**config.mk**
```make
export PLATFORM = sky130hd
export DESIGN_NAME = bus_rr_nxm
export DESIGN_NICKNAME = d
export VERILOG_FILES = /design/src/rtl/bus_rr_nxm.sv
export SDC_FILE = /design/constraint.sdc
export NUM_CORES = 1
export LEC_CHECK = 0
export BUFFER_PORTS_ARGS = -buffer_cell sky130_fd_sc_hd__buf_2
export CAP_MARGIN = 10
export CORE_AREA = 2 2 148 150
export DETAILED_ROUTE_END_ITERATION = 8
export DIE_AREA = 0 0 150 152
export PLACE_DENSITY = 0.45
export SLEW_MARGIN = 20
export SYNTH_ARGS = -nofsm -noshare
export SYNTH_HDL_FRONTEND = slang
export SYNTH_SLANG_ARGS = --single-unit
```
**constraint.sdc**
```tcl
create_clock -name clk -period 2.5 [get_ports clk]
set_clock_uncertainty 0.15 [all_clocks]
set_input_delay 0.25 -clock clk [delete_from_list [all_inputs] [get_ports clk]]
set_output_delay 0.25 -clock clk [all_outputs]
set_load 0.01 [all_outputs]
```
**src/rtl/bus_rr_nxm.sv**
```systemverilog
// bus_rr_nxm: NUM_M-master / NUM_S-slave shared bus with a round-robin,
// lock-while-requesting arbiter and MSB address decode.
// Optional feature macro: BUS_RR_DECERR_EN. When it is defined, a granted
// access to an unmapped slave index raises M_err and returns 32'hDEAD_BEEF
// one cycle later. When it is undefined, M_err is 0 and unmapped reads return 0.
module bus_rr_nxm #(
  parameter int unsigned NUM_M    = 4,
  parameter int unsigned NUM_S    = 4,
  parameter int unsigned AW       = 8,
  parameter int unsigned DW       = 32,
  parameter int unsigned SEL_BITS = 3
) (
  input  logic                clk,
  input  logic                reset,
  input  logic [NUM_M-1:0]    M_req,
  input  logic [NUM_M-1:0]    M_wr,
  input  logic [NUM_M*AW-1:0] M_address,
  input  logic [NUM_M*DW-1:0] M_dout,
  input  logic [NUM_S*DW-1:0] S_dout,
  output logic [NUM_M-1:0]    M_grant,
  output logic [DW-1:0]       M_din,
  output logic [NUM_S-1:0]    S_sel,
  output logic [AW-1:0]       S_address,
  output logic                S_wr,
  output logic [DW-1:0]       S_din,
  output logic                M_err
);

  localparam int unsigned IW = (NUM_M > 1) ? $clog2(NUM_M) : 1;
  localparam int unsigned RW = NUM_S + 1;

  typedef enum logic {ST_IDLE, ST_OWN} state_t;

  state_t              state, state_nxt;
  logic [IW-1:0]       owner, owner_nxt;
  logic [IW-1:0]       last, last_nxt;
  logic [IW-1:0]       pick;
  logic                found;
  int unsigned         scan_idx;
  logic [NUM_M-1:0]    grant_nxt;
  logic                granted;
  logic [SEL_BITS-1:0] dec;
  logic                unmapped;
  logic [RW-1:0]       rsel;
  logic [DW-1:0]       rdata;

  assign granted = (state == ST_OWN);

  // Round-robin scan: first requester after the most recent owner, with wrap
  always_comb begin
    found    = 1'b0;
    pick     = last;
    scan_idx = 0;
    for (int unsigned k = 1; k <= NUM_M; k++) begin
      scan_idx = (32'(last) + k) % NUM_M;
      if (!found && M_req[IW'(scan_idx)]) begin
        found = 1'b1;
        pick  = IW'(scan_idx);
      end
    end
  end

  // Arbiter next state: hold while the owner requests, hand over on release
  always_comb begin
    state_nxt = state;
    owner_nxt = owner;
    last_nxt  = last;
    grant_nxt = '0;
    case (state)
      ST_IDLE: begin
        if (found) begin
          state_nxt = ST_OWN;
          owner_nxt = pick;
          last_nxt  = pick;
        end
      end
      ST_OWN: begin
        if (!M_req[owner]) begin
          if (found) begin
            owner_nxt = pick;
            last_nxt  = pick;
          end else begin
            state_nxt = ST_IDLE;
          end
        end
      end
      default: state_nxt = ST_IDLE;
    endcase
    if (state_nxt == ST_OWN) grant_nxt[owner_nxt] = 1'b1;
  end

  // Arbiter state, registered grant and read-select capture
  always_ff @(posedge clk or posedge reset) begin
    if (reset) begin
      state   <= ST_IDLE;
      owner   <= '0;
      last    <= IW'(NUM_M - 1);
      M_grant <= '0;
      rsel    <= '0;
    end else begin
      state   <= state_nxt;
      owner   <= owner_nxt;
      last    <= last_nxt;
      M_grant <= grant_nxt;
      rsel    <= {S_sel, unmapped};
    end
  end

  // Forward the granted master's request fields to the slave side
  always_comb begin
    S_wr      = 1'b0;
    S_address = '0;
    S_din     = '0;
    for (int unsigned i = 0; i < NUM_M; i++) begin
      if (granted && owner == IW'(i)) begin
        S_wr      = M_wr[i];
        S_address = M_address[i*AW +: AW];
        S_din     = M_dout[i*DW +: DW];
      end
    end
  end

  assign dec      = S_address[AW-1 -: SEL_BITS];
  assign unmapped = granted && (32'(dec) >= NUM_S);

  // Slave select from the address MSBs; indices >= NUM_S select nothing
  always_comb begin
    S_sel = '0;
    for (int unsigned k = 0; k < NUM_S; k++) begin
      if (granted && dec == SEL_BITS'(k)) S_sel[k] = 1'b1;
    end
  end

  // Read return mux, steered by the select captured on the previous edge
  always_comb begin
    rdata = '0;
    for (int unsigned k = 0; k < NUM_S; k++) begin
      if (rsel[k+1]) rdata = S_dout[k*DW +: DW];
    end
`ifdef BUS_RR_DECERR_EN
    if (rsel[0]) rdata = DW'(32'hDEAD_BEEF);
`else
    if (rsel[0]) rdata = '0;
`endif
  end

  assign M_din = rdata;

`ifdef BUS_RR_DECERR_EN
  assign M_err = rsel[0];
`else
  assign M_err = 1'b0;
`endif

endmodule

```
==> flow_metrics.tcl <==
set metrics [dict create \
    synthTopCellsByArea "mux4_2, dfrtp_1, a221oi_1" \
    finalInstanceArea_mm2 0.00534 \
    syn_avg_cell_area_um2 8.63 \
    synth_fa_ha_area_frac 0 \
    syn_inst 348 \
    grt_util_all_layers 0.133 \
    cts_root_buffer "clkbuf_16" \
    cpPeakStageDelay_ns 0.61 \
    path_buf_inv 1 \
    grt_pass1_vias 4319 \
    finalSetupViolCount 0 \
    synth_most_common_cell "and2_1" \
    die_h_um 152 \
    drv_slew 0 \
    grt_pass1_wl_mm 23.7 \
    core_mm2 0.0214 \
    die_area_mm2 0.0228 \
    cts_tree "done" \
    netlist_top_cells_count "and2_1, mux4_2, a21oi_1, nor2_1" \
    vias 4255 \
    p_comb_frac 0.837 \
    async_reset_ff_frac 1.00 \
    critPathCaptureType "output port" \
    avgRoutedWirePerCell_um 16.6 \
    clk_pin_slew_ns 0.05 \
    vdd_drop_max_uv 613 \
    die_w_um 150 \
    hold_violations 0 \
    synth_top_area_frac 0.308 \
    antenna_found_initial 0 \
    switching_share 0.471 \
    crit_slowest_cell "mux4_2" \
    area_growth_pct 77.8 \
    synth_xor_area_frac 0 \
    intPower_uw 2870 \
    path_cells "mux4_2 -> or2_1 -> nor2_2 -> buf_2" \
    grt_start_max_net_pins 49 \
    antenna_cells 0 \
    synth_edf_count 0 \
    pwr_density_cell_mw_per_mm2 1020 \
    synth_simple_gate_area_frac 0.312 \
    cap_violations 0 \
    start_kind "register" \
    fillers 2403 \
    remaining_drc_errors 0 \
    p_switching_uw 2560 \
    synth_area_leader_cell "mux4_2" \
    postLayoutCoreUtil 0.250 \
    worst_pin_slew_ns 0.612 \
    clkSinkCount 14 \
    gp_congestion 0.812 \
    synth.distinct_cells 36 \
    tns_ns 0 \
    finalNetCount 1007 \
    start_util 0.141 \
    post-dp-hpwl_mm 14.3 \
    status "finished clean" \
    ys_seq_area_frac 0.118 \
    htree_num_levels 1 \
    synth_nets 646 \
    period_share 0.952 \
    clk_latency_ns 0.24 \
    drive_gt1_frac 0.648 \
    synth-seq-cells 14 \
    rsz0062_at_grt "no" \
    worstPathMaxFanout 7 \
    crit_type "reg2out" \
    seq_power_share 0.100 \
    fmax_mhz 420 \
    postCtsSetupRepairBufs 0 \
    cp_top_family "multiplexers" \
    drt_first_pass_iters 6 \
    grt_remaining_overflow 0 \
    synth_top_family_by_area "multiplexers" \
    io_buffers 378 \
    io_pins 380 \
    min_period_ns 2.38 \
    avgViaCountPerCell 4.31 \
    ys.flop_type "dfrtp_1" \
    hold_path_class "in2reg" \
    syn_area_mm2 0.00300 \
    slew_headroom 0.591 \
    synth_mux_area_frac 0.336 \
    drtAntennaViolNets 0 \
    cp.arrival_ns 1.98 \
    pwr-share-clk 0.063 \
    cts_inserted_buffers 3 \
    drt-total-wl_mm 16.4 \
    leakage_uw 0.00265 \
    drtIter0Drc 234 \
    cts_buffer_depth 2 \
    rows 54 \
    place_area_mm2 0.00523 \
    ys_warn_count 0 \
    synth_compound_area_frac 0.161 \
    cp.required_ns 2.10 \
]
-- path summary, 6_finish.rpt --
path / startpoint / endpoint / slack, ns / cells past startpoint
min reg2reg: last[0] / last[0] / 0.50 / 1
min: M_req[2] / granted / 0.14 / 3
max: owner[0] / S_sel[0] / 0.12 / 4
max in group asynchronous: reset / rsel[3] / 1.30 / 3
max reg2reg: owner[0] / owner[0] / 0.39 / 6
min in group asynchronous: reset / M_grant[3] / 0.47 / 3
-- registers in the layout, indices dropped and copies added, names as in the netlist --
signal   count
owner        2
M_grant      4
last         2
rsel         5
granted      1
-- worst register-to-register path, stage by stage, from the launching register on --
cell	delay, ns
dfrtp_2	0.51
buf_4	0.26
mux2i_1	0.10
nor3b_1	0.25
or2_1	0.21
nand2b_4	0.17
mux2_2	0.34
-- repair_timing --
action                                  in CTS  in global routing
gates resized for setup                      2                  0
hold buffers                                 1                  0
endpoints found under the setup margin       2                  0
hold endpoints to repair                    12                  0
-- routing by layer --
layer | track usage | wire, µm | up-vias
met3 | 0.0207 | 1370 | 8
met4 | 0.0180 | 172 | 0
met2 | 0.270 | 8860 | 243
met5 | 0 | 0 | -
li1 | - | - | 2040
met1 | 0.143 | 6020 | 1964
-- metrics by stage --
step	worst slack (ns)	std cells	hold WS [ns]	total power, µW
2_1_floorplan	0.596	348	-0.0122	3510
4_1_cts	0.0552	988	0.139	5510
3_3_place_gp	0.181	983	0.219	5170
5_1_grt	0.00877	988	0.156	5930
3_5_place_dp	0.217	983	0.222	5150
6_report	0.120	988	0.141	5430
-- area by class of cell --
cell class                 instances  area, µm²  share of cell area
multi-input combinational        290       2440               0.458
timing repair buffer             397       2090               0.391
sequential                        14        358              0.0670
tap                              280        350              0.0656
clock buffer                       4       88.8              0.0166
inverter                           3       11.3             0.00211
-- layout by cell type (no fill, tap or decap), types with 2 or more instances in the layout --
master and count:
a21oi_1 37, clkbuf_16 3, nor2_1 35, mux2i_1 3, buf_4 14, nand2b_1 6
nor2b_1 31, inv_1 3, dfstp_2 2, buf_12 4, and2_1 42, mux4_2 41
or2_1 2, a221oi_1 31, mux2_2 5, nor3_1 32, nand2_1 5, nor2_2 2
nor3b_1 2, buf_2 378, dfrtp_1 8, dfrtp_2 4
-- power by group through the flow --
stage / combinational, µW / clock [µW] / sequential, µW
floorplan: 3120 / 0 / 388
global placement: 4620 / 0 / 549
detailed placement: 4600 / 0 / 546
CTS: 4610 / 356 / 544
global route: 4990 / 368 / 570
finish: 4540 / 342 / 543
-- cells by family (layout without fill, tap and decap cells) --
logic type,Yosys count,in the layout
AND/OR/NAND/NOR,168,168
AO/OA/AOI/OAI,72,72
multiplexers,49,49
buffers and inverters,44,404
flip-flops,14,14
other,1,1
No activity file was read; power rests on OpenSTA's default activity.
